### config.mk
export PLATFORM = sky130hd
export DESIGN_NAME = ram_arb_flat
export DESIGN_NICKNAME = d
export VERILOG_FILES = /design/src/rtl/ram_arb_pkg.sv /design/src/rtl/ram_arb_if.sv /design/src/rtl/ram_arb_fair.sv /design/src/rtl/ram_arb.sv /design/src/flat_wrapper.sv
export SDC_FILE = /design/constraint.sdc
export NUM_CORES = 1
export LEC_CHECK = 0
export CAP_MARGIN = 20
export CORE_ASPECT_RATIO = 1.2
export CORE_MARGIN = 10
export CORE_UTILIZATION = 40
export CTS_BUF_LIST = sky130_fd_sc_hd__clkbuf_16
export DETAILED_ROUTE_END_ITERATION = 12
export GPL_TIMING_DRIVEN = 0
export PLACE_DENSITY = 0.81
export SLEW_MARGIN = 40
export SYNTH_ARGS = -nofsm -noshare
export SYNTH_HDL_FRONTEND = slang
export SYNTH_HIERARCHICAL = 1
export SYNTH_SLANG_ARGS = --single-unit
### constraint.sdc
create_clock -name CLK -period 10.45 [get_ports CLK]
set_input_delay 1.045 -clock CLK [delete_from_list [all_inputs] [get_ports CLK]]
set_output_delay 1.045 -clock CLK [all_outputs]
set_load 0.05 [all_outputs]
### src/rtl/ram_arb_pkg.sv
// Shared types and constants for the CPU/DMA RAM port arbiter.
package ram_arb_pkg;

  localparam int unsigned AddrW = 21;
  localparam int unsigned DataW = 32;

  typedef logic [1:0] state_t;
  localparam state_t StIdle = 2'd0;
  localparam state_t StCpu  = 2'd1;
  localparam state_t StDma  = 2'd2;
  localparam state_t StGap  = 2'd3;

  typedef enum logic [1:0] {
    OwnNone,
    OwnCpu,
    OwnDma
  } owner_e;

  localparam logic       RamCenIdle = 1'b1;
  localparam logic [3:0] RamBenIdle = 4'hF;

endpackage

### src/rtl/ram_arb_if.sv
// Bundles the CPU, DMA and core RAM port signals; master is the arbiter side.
interface ram_arb_if;
  import ram_arb_pkg::*;

  logic             CPU_BCYSTn;
  logic             CPU_CEn;
  logic [AddrW-1:0] CPU_A;
  logic [DataW-1:0] CPU_DI;
  logic             CPU_WEn;
  logic [3:0]       CPU_BEn;
  logic [DataW-1:0] CPU_DO;
  logic             CPU_READYn;

  logic             DMA_REQ;
  logic [AddrW-1:0] DMA_A;
  logic [DataW-1:0] DMA_DI;
  logic             DMA_WE;
  logic [3:0]       DMA_BEn;
  logic             DMA_ACK;
  logic [DataW-1:0] DMA_DO;

  logic [AddrW-1:0] RAM_A;
  logic [DataW-1:0] RAM_DI;
  logic [DataW-1:0] RAM_DO;
  logic             RAM_CEn;
  logic             RAM_WEn;
  logic [3:0]       RAM_BEn;
  logic             RAM_READYn;

  modport master (
    input  CPU_BCYSTn, CPU_CEn, CPU_A, CPU_DI, CPU_WEn, CPU_BEn,
    output CPU_DO, CPU_READYn,
    input  DMA_REQ, DMA_A, DMA_DI, DMA_WE, DMA_BEn,
    output DMA_ACK, DMA_DO,
    output RAM_A, RAM_DI, RAM_CEn, RAM_WEn, RAM_BEn,
    input  RAM_DO, RAM_READYn
  );

  modport slave (
    output CPU_BCYSTn, CPU_CEn, CPU_A, CPU_DI, CPU_WEn, CPU_BEn,
    input  CPU_DO, CPU_READYn,
    output DMA_REQ, DMA_A, DMA_DI, DMA_WE, DMA_BEn,
    input  DMA_ACK, DMA_DO,
    input  RAM_A, RAM_DI, RAM_CEn, RAM_WEn, RAM_BEn,
    output RAM_DO, RAM_READYn
  );

endinterface

### src/rtl/ram_arb_fair.sv
// CPU streak counter: flags when CPU_BURST CPU grants in a row have been made while DMA waited.
module ram_arb_fair #(
  parameter int unsigned CPU_BURST = 4
) (
  input  logic CLK,
  input  logic RES,
  input  logic idle_i,
  input  logic dma_req_i,
  input  logic grant_cpu_i,
  input  logic grant_dma_i,
  output logic burst_hit_o
);

  localparam int unsigned            StreakW  = $clog2(CPU_BURST + 1);
  localparam logic [StreakW-1:0]     BurstMax = StreakW'(CPU_BURST);

  logic [StreakW-1:0] streak_q, streak_d;

  always_comb begin
    streak_d = streak_q;
    if (grant_dma_i) begin
      streak_d = '0;
    end else if (grant_cpu_i && dma_req_i) begin
      if (streak_q != BurstMax) streak_d = streak_q + 1'b1;
    end else if (idle_i && !dma_req_i) begin
      streak_d = '0;
    end
  end

  always_ff @(posedge CLK or posedge RES) begin
    if (RES) streak_q <= '0;
    else     streak_q <= streak_d;
  end

  assign burst_hit_o = (streak_q == BurstMax);

endmodule

### src/rtl/ram_arb.sv
// Shares one core RAM port between the V810 CPU and a DMA requester, one access at a time.
// Define RAM_ARB_FAIR_EN to let DMA in after CPU_BURST consecutive contended CPU grants.
module ram_arb
  import ram_arb_pkg::*;
#(
  parameter int unsigned CPU_BURST = 4
) (
  input logic       CLK,
  input logic       RES,
  ram_arb_if.master bus
);

  if (CPU_BURST < 1 || CPU_BURST > 15) begin : g_burst_range
    $error("CPU_BURST must be within 1..15");
  end

  state_t           state_q, state_d;
  logic             pend_q, pend_d;
  logic [AddrW-1:0] ram_a_q, ram_a_d;
  logic [DataW-1:0] ram_di_q, ram_di_d;
  logic             ram_cen_q, ram_cen_d;
  logic             ram_wen_q, ram_wen_d;
  logic [3:0]       ram_ben_q, ram_ben_d;
  logic [DataW-1:0] cpu_do_q, cpu_do_d;
  logic             cpu_readyn_q, cpu_readyn_d;
  logic [DataW-1:0] dma_do_q, dma_do_d;
  logic             dma_ack_q, dma_ack_d;
  owner_e           grant;
  logic             prefer_dma;

`ifdef RAM_ARB_FAIR_EN
  logic burst_hit;

  ram_arb_fair #(
    .CPU_BURST(CPU_BURST)
  ) u_fair (
    .CLK        (CLK),
    .RES        (RES),
    .idle_i     (state_q == StIdle),
    .dma_req_i  (bus.DMA_REQ),
    .grant_cpu_i(grant == OwnCpu),
    .grant_dma_i(grant == OwnDma),
    .burst_hit_o(burst_hit)
  );

  assign prefer_dma = burst_hit & bus.DMA_REQ;
`else
  assign prefer_dma = 1'b0;
`endif

  always_comb begin
    grant = OwnNone;
    if (state_q == StIdle) begin
      if (pend_q && !prefer_dma) grant = OwnCpu;
      else if (bus.DMA_REQ)      grant = OwnDma;
    end
  end

  always_comb begin
    state_d      = state_q;
    pend_d       = pend_q;
    ram_a_d      = ram_a_q;
    ram_di_d     = ram_di_q;
    ram_cen_d    = ram_cen_q;
    ram_wen_d    = ram_wen_q;
    ram_ben_d    = ram_ben_q;
    cpu_do_d     = cpu_do_q;
    dma_do_d     = dma_do_q;
    cpu_readyn_d = 1'b1;
    dma_ack_d    = 1'b0;

    case (state_q)
      StIdle: begin
        if (grant == OwnCpu) begin
          ram_a_d   = bus.CPU_A;
          ram_di_d  = bus.CPU_DI;
          ram_ben_d = bus.CPU_BEn;
          ram_wen_d = bus.CPU_WEn;
          ram_cen_d = 1'b0;
          state_d   = StCpu;
        end else if (grant == OwnDma) begin
          ram_a_d   = bus.DMA_A;
          ram_di_d  = bus.DMA_DI;
          ram_ben_d = bus.DMA_BEn;
          ram_wen_d = ~bus.DMA_WE;
          ram_cen_d = 1'b0;
          state_d   = StDma;
        end
      end
      StCpu, StDma: begin
        if (!bus.RAM_READYn) begin
          // ram_wen_q still holds the access direction here; high means read
          if (state_q == StCpu) begin
            if (ram_wen_q) cpu_do_d = bus.RAM_DO;
            cpu_readyn_d = 1'b0;
            pend_d       = 1'b0;
          end else begin
            if (ram_wen_q) dma_do_d = bus.RAM_DO;
            dma_ack_d = 1'b1;
          end
          ram_cen_d = RamCenIdle;
          ram_wen_d = 1'b1;
          ram_ben_d = RamBenIdle;
          state_d   = StGap;
        end
      end
      StGap:   state_d = StIdle;
      default: state_d = StIdle;
    endcase

    if (!bus.CPU_BCYSTn && !bus.CPU_CEn) pend_d = 1'b1;
  end

  always_ff @(posedge CLK or posedge RES) begin
    if (RES) begin
      state_q      <= StIdle;
      pend_q       <= 1'b0;
      ram_a_q      <= '0;
      ram_di_q     <= '0;
      ram_cen_q    <= RamCenIdle;
      ram_wen_q    <= 1'b1;
      ram_ben_q    <= RamBenIdle;
      cpu_do_q     <= '0;
      cpu_readyn_q <= 1'b1;
      dma_do_q     <= '0;
      dma_ack_q    <= 1'b0;
    end else begin
      state_q      <= state_d;
      pend_q       <= pend_d;
      ram_a_q      <= ram_a_d;
      ram_di_q     <= ram_di_d;
      ram_cen_q    <= ram_cen_d;
      ram_wen_q    <= ram_wen_d;
      ram_ben_q    <= ram_ben_d;
      cpu_do_q     <= cpu_do_d;
      cpu_readyn_q <= cpu_readyn_d;
      dma_do_q     <= dma_do_d;
      dma_ack_q    <= dma_ack_d;
    end
  end

  assign bus.RAM_A      = ram_a_q;
  assign bus.RAM_DI     = ram_di_q;
  assign bus.RAM_CEn    = ram_cen_q;
  assign bus.RAM_WEn    = ram_wen_q;
  assign bus.RAM_BEn    = ram_ben_q;
  assign bus.CPU_DO     = cpu_do_q;
  assign bus.CPU_READYn = cpu_readyn_q;
  assign bus.DMA_DO     = dma_do_q;
  assign bus.DMA_ACK    = dma_ack_q;

endmodule

### src/flat_wrapper.sv
// flat-port wrapper written by rule: the top's interface ports become plain ports
module ram_arb_flat import ram_arb_pkg::*;
#(
  parameter int unsigned CPU_BURST = 4
)
  (CLK, RES, bus_CPU_BCYSTn, bus_CPU_CEn, bus_CPU_A, bus_CPU_DI, bus_CPU_WEn, bus_CPU_BEn, bus_CPU_DO, bus_CPU_READYn, bus_DMA_REQ, bus_DMA_A, bus_DMA_DI, bus_DMA_WE, bus_DMA_BEn, bus_DMA_ACK, bus_DMA_DO, bus_RAM_A, bus_RAM_DI, bus_RAM_CEn, bus_RAM_WEn, bus_RAM_BEn, bus_RAM_DO, bus_RAM_READYn);
  ram_arb_if bus_i ();
  input logic CLK;
  input logic RES;
  input wire logic [$bits(bus_i.CPU_BCYSTn)-1:0] bus_CPU_BCYSTn;
  input wire logic [$bits(bus_i.CPU_CEn)-1:0] bus_CPU_CEn;
  input wire logic [$bits(bus_i.CPU_A)-1:0] bus_CPU_A;
  input wire logic [$bits(bus_i.CPU_DI)-1:0] bus_CPU_DI;
  input wire logic [$bits(bus_i.CPU_WEn)-1:0] bus_CPU_WEn;
  input wire logic [$bits(bus_i.CPU_BEn)-1:0] bus_CPU_BEn;
  output wire logic [$bits(bus_i.CPU_DO)-1:0] bus_CPU_DO;
  output wire logic [$bits(bus_i.CPU_READYn)-1:0] bus_CPU_READYn;
  input wire logic [$bits(bus_i.DMA_REQ)-1:0] bus_DMA_REQ;
  input wire logic [$bits(bus_i.DMA_A)-1:0] bus_DMA_A;
  input wire logic [$bits(bus_i.DMA_DI)-1:0] bus_DMA_DI;
  input wire logic [$bits(bus_i.DMA_WE)-1:0] bus_DMA_WE;
  input wire logic [$bits(bus_i.DMA_BEn)-1:0] bus_DMA_BEn;
  output wire logic [$bits(bus_i.DMA_ACK)-1:0] bus_DMA_ACK;
  output wire logic [$bits(bus_i.DMA_DO)-1:0] bus_DMA_DO;
  output wire logic [$bits(bus_i.RAM_A)-1:0] bus_RAM_A;
  output wire logic [$bits(bus_i.RAM_DI)-1:0] bus_RAM_DI;
  output wire logic [$bits(bus_i.RAM_CEn)-1:0] bus_RAM_CEn;
  output wire logic [$bits(bus_i.RAM_WEn)-1:0] bus_RAM_WEn;
  output wire logic [$bits(bus_i.RAM_BEn)-1:0] bus_RAM_BEn;
  input wire logic [$bits(bus_i.RAM_DO)-1:0] bus_RAM_DO;
  input wire logic [$bits(bus_i.RAM_READYn)-1:0] bus_RAM_READYn;
  assign bus_i.CPU_BCYSTn = bus_CPU_BCYSTn;
  assign bus_i.CPU_CEn = bus_CPU_CEn;
  assign bus_i.CPU_A = bus_CPU_A;
  assign bus_i.CPU_DI = bus_CPU_DI;
  assign bus_i.CPU_WEn = bus_CPU_WEn;
  assign bus_i.CPU_BEn = bus_CPU_BEn;
  assign bus_CPU_DO = bus_i.CPU_DO;
  assign bus_CPU_READYn = bus_i.CPU_READYn;
  assign bus_i.DMA_REQ = bus_DMA_REQ;
  assign bus_i.DMA_A = bus_DMA_A;
  assign bus_i.DMA_DI = bus_DMA_DI;
  assign bus_i.DMA_WE = bus_DMA_WE;
  assign bus_i.DMA_BEn = bus_DMA_BEn;
  assign bus_DMA_ACK = bus_i.DMA_ACK;
  assign bus_DMA_DO = bus_i.DMA_DO;
  assign bus_RAM_A = bus_i.RAM_A;
  assign bus_RAM_DI = bus_i.RAM_DI;
  assign bus_RAM_CEn = bus_i.RAM_CEn;
  assign bus_RAM_WEn = bus_i.RAM_WEn;
  assign bus_RAM_BEn = bus_i.RAM_BEn;
  assign bus_i.RAM_DO = bus_RAM_DO;
  assign bus_i.RAM_READYn = bus_RAM_READYn;
  ram_arb #(.CPU_BURST(CPU_BURST)) u_core (.CLK(CLK), .RES(RES), .bus(bus_i));
endmodule
## After elaboration in Yosys (flattened, before gate mapping)

Cells that the tools add are included.

- Flip-flop bits (word level): 128
- Input port bits: 154
- Output and inout port bits: 125
- Logic and storage cells: 68

- Equality and inequality tests: 8
- Muxes and demuxes: 31
- Bitwise logic cells: 3
- Reductions and logical operators: 15

Operators with widths:

| cell | count |
|---|---|
| 2-to-1 mux 32 bit | 2 |
| 2-to-1 mux 21 bit | 2 |
| 2-to-1 mux 1 bit | 14 |
| 2-to-1 mux 2 bit | 6 |
| 2-to-1 mux 4 bit | 3 |
| one-hot mux 4 bit (2 select lines) | 1 |
| AND reduction 4 bit | 2 |
| nonzero test 2 bit | 4 |
| equality test 2 bit (second input constant) | 3 |
| one-hot mux 2 bit (3 select lines) | 1 |
| AND reduction 3 bit | 2 |
| equality test 2 x 1 -> 1 bit (second input constant) | 2 |
| one-hot mux 1 bit (2 select lines) | 2 |
| AND reduction 2 bit | 2 |
| != test 3 bit (second input constant) | 1 |
| inverter 1 bit | 3 |
| zero test 1 bit | 2 |
| zero test 2 bit | 1 |
| != test 2 x 1 -> 1 bit (second input constant) | 1 |
| != test 2 bit (second input constant) | 1 |
| OR reduction 2 bit | 1 |
| logical AND 1 bit | 1 |

## Logic depth before layout (Yosys ltp)

Gate-level depths: netlist of run 1.

- Depth in word-level cells: 7
- Depth in mapped cells: 11
- Depth with buffers taken out: 9

## Worst setup path before layout of run 1

No wires, ideal clock.

- Kind: input -> register
- From: input port bus_DMA_REQ
- To: register u_core.ram_di_q[20] (netlist: u_core/bus.RAM_DI[20])
- Data arrival time: 2.353 ns
- Data required time: 10.315 ns
- Setup slack: 7.962 ns
- Cell stages on the path: 9
- Buffers on the path: 3
- Cell sequence: nand2_1 -> or2_2 -> ha_1 -> nand2b_1 -> buf_2 -> buf_2 -> clkbuf_1 -> nand2_1 -> o21ai_0

- Word-level cells in the longest chain between the ends: 6

RTL lines:

| element | line | RTL |
|---|---|---|
| start, declared | flat_wrapper.sv:18 | `input wire logic [$bits(bus_i.DMA_REQ)-1:0] bus_DMA_REQ;` |
| 2-to-1 mux 2 bit (*) | ram_arb.sv:55 | `else if (bus.DMA_REQ) grant = OwnDma;` |
| 2-to-1 mux 2 bit (*) | ram_arb.sv:54 | `if (pend_q && !prefer_dma) grant = OwnCpu;` |
| 2-to-1 mux 2 bit (*) | ram_arb.sv:53 | `if (state_q == StIdle) begin` |
| equality test 2 bit / equality test 2 x 1 -> 1 bit (equally long branches) | ram_arb.sv:81, ram_arb.sv:74 |  |
| nonzero test 2 bit (no line) | -- |  |
| AND reduction 2 bit (no line) | -- |  |
| end signal, assigned | ram_arb.sv:131 | `ram_di_q <= ram_di_d;` |
| end, declared | ram_arb.sv:20 | `logic [DataW-1:0] ram_di_q, ram_di_d;` |

Every way passes the cells marked *; elsewhere a longest branch is shown, timed or not.
A chain may end at the register's enable or synchronous reset.

## Worst setup path after layout of run 1

- From: input port bus_DMA_REQ
- To: register u_core.ram_di_q[14] (netlist: u_core/bus.RAM_DI[14])

Same word-level chain as after synthesis.

==> impl_metrics.py, run 1 <==
metrics = {
    "clock_tree": {
        "numCtsBuffers": 17,
        "cts.path.max_buffers": 2,
        "cts_tree": "built",
        "cts.sinks": 128,
        "h-tree-depth": 4,
        "postCtsSetupBuffers": 0,
        "clock_latency_ns": 0.41,
        "clkTransAtPathRegs_ns": 0.06,
        "post_cts_resized": 0,
        "root_buffer": "clkbuf_16",
        "hold_buffers": 0,
    },
    "drt": {
        "vias": 4586,
        "wirelength_um": 18900,
        "vias_per_cell": 5.06,
        "drtAntennaViolNets": 0,
        "drt-pass1-iter-count": 7,
        "drc_errors": 0,
        "wl_per_cell_um": 20.8,
        "drtIter0Drc": 160,
    },
    "yosys": {
        "syn_inst": 428,
        "syn_area_per_cell_um2": 12.8,
        "syn_nets": 589,
        "yosysTopAreaCell": "dfrtp_1",
        "synth_cell_types": 25,
        "ys_seq_area_share_pct": 58.8,
        "ys_ff_latch": 128,
        "yosys_warnings": 6,
        "yosys.area.top_type_share_pct": 55.4,
        "synth_area_leaders": "dfrtp_1, mux2_2, mux2i_1, o21ai_0, nand2_1",
        "syn_area_um2": 5460,
    },
    "placed_design": {
        "place_ws_ns": 7.10,
        "hpwlAfterDp_um": 14800,
        "place_congestion": 0.825,
        "io_buffers": 278,
    },
    "sta": {
        "finalWorstPathRequiredPeriod_ns": 2.90,
        "fmax_mhz": 345,
        "period_share_pct": 27.8,
        "setup_ws_ns": 7.55,
        "finalHoldViolCount": 0,
        "drv_slew": 0,
        "relSlewSlack_pct": 62.6,
        "finalSetupTns_ns": 0,
        "finalClockSkew_ns": 0.00606,
        "worst_pin_slew_ns": 0.559,
        "rsz0062_at_grt": "no",
        "final-setup-viol-count": 0,
        "fin_hold_ws_ns": 0.477,
    },
    "setup_path": {
        "r2r_slack_ns": 7.93,
        "slowest_delay_ns": 0.46,
        "required_ns": 10.76,
        "critPathArrivalTime_ns": 3.21,
        "crit_path_max_fanout": 10,
        "r2r_cells": 11,
        "crit_chain": "clkdlybuf4s50_1, nand2_1, or2_2, ha_1, nand2b_1, buf_2, buf_2, clkbuf_1, nand2_1, o21ai_0",
        "path_class": "primary input to flip-flop",
        "end_kind": "flip-flop",
        "worst_path_max_delay_cell": "clkdlybuf4s50_1",
        "worstReg2RegStart": "u_core/state_q[1]",
        "crit_buf_inv": 4,
        "start_kind": "primary input",
        "reg2reg_to": "u_core/bus.RAM_DI[14]",
        "crit_family": "buffers and inverters",
    },
    "die": {
        "io_pins": 279,
        "core_area_um2": 13300,
        "die_area_um2": 18800,
        "die_h_um": 148,
        "start_util_pct": 41.1,
        "rows": 46,
        "die_x_um": 127,
    },
    "power_and_ir_drop": {
        "vdd_ir_drop_max_v": 0.000254,
        "power_density_nw_per_um2": 410,
        "p_leak_nw": 3.92,
    },
    "global_routing": {
        "grt.total_usage_pct": 19.8,
        "grt_pass1_vias": 5170,
        "antenna_found_initial": 0,
        "grt_max_degree": 81,
        "grt_pass1_wl_um": 29200,
        "grt_overflow": 0,
    },
    "flow_run": {
        "drv_cap": 0,
    },
    "finish": {
        "nNetsFinal": 887,
        "fill_cells": 986,
        "area_delta_synth_final_pct": 67.0,
        "drive_gt1_share_pct": 17.6,
        "insertedDiodeCount": 0,
    },
    "hold_path": {
        "hold_path_class": "flip-flop to flip-flop",
        "hold_depth": 2,
        "min_from": "u_core/bus.RAM_DI[20]",
        "holdPathEnd": "u_core/bus.RAM_DI[20]",
    },
    "outcome": {
        "status": "finished clean",
    },
}
## synth_stat cells
master and n:
a211o_1 5, a21oi_1 3, a311o_1 1, a311oi_1 1, and2_1 1, buf_2 13, buf_6 3, clkbuf_1 10
dfrtp_1 121, dfstp_2 7, ha_1 7, inv_1 6, mux2_2 70, mux2i_1 53, nand2_1 55, nand2b_1 4
nand2b_4 1, nand3b_1 1, nor2_1 4, nor2b_1 4, nor3b_4 1, o21ai_0 50, o21ai_1 5, o21ai_2 1
or2_2 1
## registers in the layout (all words and copies together), names as in the netlist
| signal | count |
|---|---|
| u_core/bus.CPU_DO | 32 |
| u_core/bus.DMA_DO | 32 |
| u_core/bus.RAM_DI | 32 |
| u_core/bus.RAM_A | 21 |
| u_core/bus.RAM_BEn | 4 |
| u_core/state_q | 2 |
| u_core/bus.CPU_READYn | 1 |
| u_core/bus.DMA_ACK | 1 |
| u_core/bus.RAM_CEn | 1 |
| u_core/bus.RAM_WEn | 1 |
| u_core/pend_q | 1 |
## tightest hold or removal path, stage by stage (launching register included)
cell and delay [ns]:
dfrtp_1 0.34, nand2_1 0.05, o21ai_0 0.06
## layout make-up
class / instances / area, um2 / share of cell area, %
Multi-Input combinational cell: 268 / 2090 / 22.9
Timing Repair Buffer: 279 / 2810 / 30.8
Buffer: 26 / 136 / 1.49
Clock inverter: 15 / 209 / 2.29
Clock buffer: 17 / 425 / 4.66
Sequential cell: 128 / 3210 / 35.2
Inverter: 6 / 30.0 / 0.329
Tap cell: 168 / 210 / 2.30
## worst max path at each step
stage	cells past startpoint	to	startpoint	slack, ns
after floorplan	1	u_core/bus.CPU_DO[0]	RES	6.00
after global placement	2	u_core/bus.RAM_DI[28]	RES	4.38
after detailed placement	10	u_core/bus.RAM_DI[14]	bus_DMA_REQ	7.10
after CTS	10	u_core/bus.RAM_DI[14]	bus_DMA_REQ	7.52
after global routing	10	u_core/bus.RAM_A[13]	bus_DMA_REQ	7.37
final	10	u_core/bus.RAM_DI[14]	bus_DMA_REQ	7.55
## cells by family (layout without fill, tap and decap cells)
kind of cell / after synthesis / count (layout) / share of synthesized area (%)
AO/OA/AOI/OAI: 66 / 66 / 6.62
adder cells (fa/ha/maj): 7 / 7 / 1.60
buffers and inverters: 32 / 343 / 2.91
flip-flops: 128 / 128 / 58.8
multiplexers: 123 / 123 / 24.1
AND/OR/NAND/NOR: 72 / 72 / 5.93
## placed cells by master, fill, tap and decap left out, drive strengths merged, types with 3 or more instances in the layout
| cell | instances |
|---|---|
| clkinv | 6 |
| nor2 | 4 |
| dfstp | 7 |
| buf | 17 |
| clkdlybuf4s50 | 278 |
| o21ai | 56 |
| nand2b | 5 |
| a211o | 5 |
| bufinv | 4 |
| ha | 7 |
| mux2 | 70 |
| a21oi | 3 |
| nor2b | 4 |
| clkbuf | 27 |
| mux2i | 53 |
| nand2 | 55 |
| inv | 10 |
| dfrtp | 121 |
## per-stage QoR
stage / instances / area, um2 / utilization [%] / power, mW
2_1_floorplan: 428 / 5460 / - / 2.35
3_3_place_gp: 874 / 8460 / 63.6 / 3.06
3_5_place_dp: 875 / 8490 / 63.9 / 3.12
4_1_cts: 907 / 9130 / 68.6 / 3.77
5_1_grt: 907 / 9130 / 68.6 / 3.92
6_report: 907 / 9130 / 68.6 / 3.74
## power breakdown
| part | switching (mW) | leakage, nW | internal [mW] |
|---|---|---|---|
| logic | 1.41 | 2.06 | 0.805 |
| registers | 0.139 | 1.54 | 0.756 |
| clock network | 0.229 | 0.311 | 0.403 |
| total | 1.78 | 3.92 | 1.96 |
## metal layers
metal / up-vias / global-route usage, % / wire length (um)
met5: - / 0 / 0
met4: 0 / 6.67 / 320
met3: 19 / 7.69 / 1690
met2: 211 / 35.2 / 9820
met1: 2271 / 20.7 / 7040
li1: 2085 / - / -
(Power assumes the default switching activity.)
==> inputs of run 2 (changes only) <==
Settings changed: CORE_UTILIZATION 40 to 36, PLACE_DENSITY 0.81 to 0.77.
Clock period 10.45 ns to 2.32 ns, I/O delays scaled along.
==> impl_metrics.py, run 2 (synthesis gave the netlist of run 1 again) <==
metrics = {
    "outcome": {
        "status": "finished clean",
    },
    "hold_path": {
        "hold_path_class": "primary input to asynchronous set/reset pin",
    },
    "placed_design": {
        "hpwlAfterDp_um": 15200,
        "post-place-cells": 915,
        "io_buffers": 278,
        "place_ws_ns": -0.257,
        "place_congestion": 0.795,
    },
    "finish": {
        "fin_util_pct": 62.3,
        "area_delta_synth_final_pct": 70.5,
        "final_common_cell": "clkdlybuf4s50_1",
        "stdcell_count": 950,
        "drive_gt1_share_pct": 20.6,
        "final_cell_mix": "clkdlybuf4s50_1, dfrtp_1, mux2_2",
        "nNetsFinal": 894,
        "insertedDiodeCount": 0,
    },
    "die": {
        "die_h_um": 155,
        "core_area_um2": 15000,
        "io_pins": 279,
        "die_area_um2": 20500,
        "rows": 49,
        "start_util_pct": 36.5,
        "die_x_um": 132,
    },
    "clock_tree": {
        "hold_buffers": 0,
        "cts.sinks": 128,
        "cts.path.max_buffers": 2,
        "root_buffer": "clkbuf_16",
        "clock_latency_ns": 0.41,
        "cts_tree": "built",
        "clkTransAtPathRegs_ns": 0.06,
        "numCtsBuffers": 17,
        "h-tree-depth": 4,
    },
    "setup_path": {
        "crit_family": "buffers and inverters",
        "critPathArrivalTime_ns": 2.56,
        "slowest_delay_ns": 0.41,
        "end_kind": "flip-flop",
        "crit_buf_inv": 3,
        "crit_chain": "inv_2, ha_4, nand2_1, or2_2, ha_2, buf_6, buf_6, a211o_1, mux2_2",
        "start_kind": "flip-flop",
        "required_ns": 2.65,
        "crit_path_max_fanout": 10,
        "worst_path_max_delay_cell": "dfrtp_1",
        "path_class": "flip-flop to flip-flop",
        "path_common_cell": "buf_6",
    },
    "global_routing": {
        "grt_overflow": 0,
        "antenna_found_initial": 0,
        "grt_max_degree": 26,
        "grt_pass1_vias": 5026,
        "grt.total_usage_pct": 18.0,
        "grt_pass1_wl_um": 29000,
    },
    "sta": {
        "rsz0062_at_grt": "no",
        "final-setup-viol-count": 0,
        "setup_ws_ns": 0.0960,
        "finalWorstPathRequiredPeriod_ns": 2.22,
        "finalClockSkew_ns": 0.00736,
        "relSlewSlack_pct": 62.5,
        "finalHoldViolCount": 0,
        "worst_pin_slew_ns": 0.561,
        "fmax_mhz": 450,
        "drv_slew": 0,
        "period_share_pct": 95.9,
    },
    "power_and_ir_drop": {
        "vdd_ir_drop_max_v": 0.000743,
        "p_leak_nw": 3.98,
        "power_density_nw_per_um2": 1800,
    },
    "drt": {
        "wirelength_um": 18600,
        "wl_per_cell_um": 19.6,
        "vias_per_cell": 4.75,
        "drtIter0Drc": 192,
        "vias": 4515,
        "drt-pass1-iter-count": 4,
        "drc_errors": 0,
        "drtAntennaViolNets": 0,
    },
    "flow_run": {
        "drv_cap": 0,
    },
}
[run 2: path summary, 6_finish.rpt]
path                            depth (start not counted)                    end  slack (ns)            startpoint
min in group CLK                                        3   u_core/bus.RAM_DI[9]        0.44         bus_DMA_DI[9]
worst min-delay path                                    2  u_core/bus.DMA_DO[13]        0.21                   RES
max in group asynchronous                               5  u_core/bus.CPU_DO[26]        1.24                   RES
worst max-delay path                                    9  u_core/bus.RAM_BEn[2]         0.1     u_core/state_q[1]
worst max register to register                          9  u_core/bus.RAM_BEn[2]         0.1     u_core/state_q[1]
worst min register to register                          2   u_core/bus.RAM_A[11]        0.48  u_core/bus.RAM_A[11]
[run 2: area by class of cell]
type                       count  area, um2
fill                        1246       5640
inverter                       6       26.3
tap                          204        255
sequential                   128       3210
timing repair buffer         286       2930
buffer                        26        203
clock buffer                  17        425
clock inverter                15        143
multi-input combinational    268       2120
[run 2: layer usage]
metal	global-route usage, %	part of all wire [%]	vias to the layer above
met2	31.0	50	216
met3	7.93	9.2	11
met5	0	0	-
met4	4.98	1.0	0
met1	19.6	40	2186
li1	-	-	2102
[run 2: through the flow]
stage                     TNS (ns)  power, mW  hold WS, ns  area, um2
final                            0       16.8        0.210       9320
after global routing             0       17.6        0.232       9320
after CTS                        0       16.8        0.217       9250
after detailed placement    -10.39       14.1        0.469       8630
after global placement      -79.03       13.8        0.463       8500
after floorplan                  0       10.6        0.328       5470
[run 2: worst register-to-register path: stages (launching register included)]
cell and delay, ns:
dfrtp_1 0.41, inv_2 0.12, ha_4 0.16, nand2_1 0.05, or2_2 0.29, ha_2 0.21
buf_6 0.16, buf_6 0.18, a211o_1 0.30, mux2_2 0.28
[run 2: timing repair]
action	4_1_cts	5_1_grt
resized for setup	20	24
setup endpoints to repair	59	54
setup buffers	1	2
[run 2: where the power goes]
group / internal (mW) / total (mW) / switching, mW
logic: 3.87 / 10.3 / 6.40
registers: 3.40 / 3.99 / 0.588
clock network: 1.42 / 2.54 / 1.12
total: 8.70 / 16.8 / 8.10
==> edit (settings of run 2) <==
Build with the macro `RAM_ARB_FAIR_EN` defined.
--- a/src/rtl/ram_arb.sv
+++ b/src/rtl/ram_arb.sv
@@ -1,5 +1,7 @@
 // Shares one core RAM port between the V810 CPU and a DMA requester, one access at a time.
 // Define RAM_ARB_FAIR_EN to let DMA in after CPU_BURST consecutive contended CPU grants.
+`define RAM_ARB_FAIR_EN
+
 module ram_arb
   import ram_arb_pkg::*;
 #(
Formal check against the unedited RTL: same outputs for any inputs over 4 cycles, from zero or initial values; that may be too few to reach the edited logic, so the function may still have changed.
==> edit against run 2 <==
- worst setup slack better by 0.0066 ns
- largest power group unchanged
- non-clock buffer count is 4 higher
- fmax is 0.30% higher
- sequential cell count is 3 higher
- final area is 5.1% higher
- critical path type unchanged
- synthesized area is 6.9% higher
- routed wire length is 5.7% higher
- power is 2.0% higher
==> edit: results (changes against run 2) <==
dp_hpwl_um: 15800  # +4.3%
hold_ws_ns: 0.0649  # -0.145 ns
layoutNonFillerInstCount: 983  # +3.5%
grt_pass1_vias: 5380  # +7.0%
cp-startpoint: "u_core/u_fair/streak_q[1]$_DFFE_PP0P_"
area_growth_syn_to_layout_pct: 67.7
synth_top_area_share_pct: 53.2  # -2.3 points
via_per_inst: 4.86  # +2.3%
clock_latency_ns: 0.42
yosysWarnings: 6  # unchanged
fill_cells: 1250  # +0.32%
yosysSeqAreaShare_pct: 56.3  # -2.5 points
worst_slew_pin_slew_ns: 0.580  # +0.0192 ns
placed_cells: 949  # +3.7%
nets: 925  # +3.5%
cts.root.buffer_cell: "clkbuf_16"
power.switching_mw: 7.93  # -2.1%
avgSynthCellArea_um2: 12.8  # about the same
drive_gt1_share_pct: 20.0  # -0.64 points
globalplace.congestion: 0.815  # +2.6%
ys_top_cells_by_count: "124 x dfrtp_1, 58 x nand2_1, 54 x mux2i_1"
drtIter0Drc: 141  # -27%
placed_cell_area_mm2: 0.00904  # +4.8%
grt_use_total_pct: 17.8  # -0.18 points
r2r_cells: 9  # unchanged
irDropWorstVdd_uv: 664  # -11%
reg2reg_to: "u_core/state_q[1]$_DFFE_PP0P_"
p_leak_nw: 4.21  # +5.6%
synth_fp_nets: 620  # +5.3%
clock_skew_ns: 0.00806  # +0.000699 ns
ys_types: 35  # +40%
grt_max_degree: 27  # +3.8%
synth_area_leaders: "dfrtp_1 53%, mux2i_1 9.3%, mux2_4 8.0%"
drt-total-wl_um: 19700  # +5.7%
rrSetupSlack_ns: 0.10
r2r-start: "u_core/u_fair/streak_q[1]$_DFFE_PP0P_"
path_max_fanout: 5  # -5
status: "completed"
grt_pass1_wl_um: 30000  # +3.4%
clkTransAtPathRegs_ns: 0.06  # about the same
cts_buffers: 17  # unchanged
arrival_ns: 2.52  # -0.04 ns
[edit: per-stage QoR]
step	total power [mW]	setup slack, ns
2_1_floorplan	10.7	0.125
3_3_place_gp	13.9	-0.604
3_5_place_dp	14.2	-0.319
4_1_cts	17.2	0.0143
5_1_grt	18.0	-0.0294
6_report	17.1	0.103
[edit: power groups by stage]
stage / registers [mW] / clock network (mW) / logic (mW)
after floorplan: 7.86 / 0 / 2.85
after global placement: 4.08 / 0 / 9.81
after detailed placement: 4.16 / 0 / 9.99
after CTS: 4.14 / 2.92 / 10.1
after global routing: 4.27 / 3.04 / 10.7
final: 4.13 / 2.86 / 10.2
[edit: worst max-delay path, cell delays in order, from the launching register on]
cell,delay (ns)
dfrtp_1,0.37
inv_2,0.07
ha_4,0.16
and2_4,0.16
o211ai_1,0.23
inv_1,0.11
ha_4,0.19
or3b_4,0.43
nand2_2,0.10
mux2_4,0.30
[edit: per-layer routing]
metal	wire, um	global-route usage [%]	vias up
li1	-	-	2211
met1	7140	18.2	2312
met2	10100	31.3	232
met3	2020	7.79	24
met4	362	5.92	0
met5	0	0	-
[edit: layout make-up]
type	instances	share of cell area [%]
buffer	28	2.47
clock buffer	17	4.34
clock inverter	15	2.10
inverter	12	0.498
multi-input combinational	284	24.0
sequential	131	33.6
tap	208	2.66
timing repair buffer	288	30.3
[edit: kinds of logic after synthesis]
family,count (synthesis),synth area share [%]
DFF,131,56.3
muxes,121,24.2
and+or+nand+nor,78,6.19
AOI/OAI and AO/OA,76,7.14
buffers and inverters,42,4.26
adders and majority gates,9,1.93
[edit: timing repair]
item                                    CTS  global route
endpoints found under the setup margin   61            61
pin swaps                                 1             6
setup buffers                             1             3
hold buffers                              0             0
resized for setup                        10            25
gates cloned                              0             0
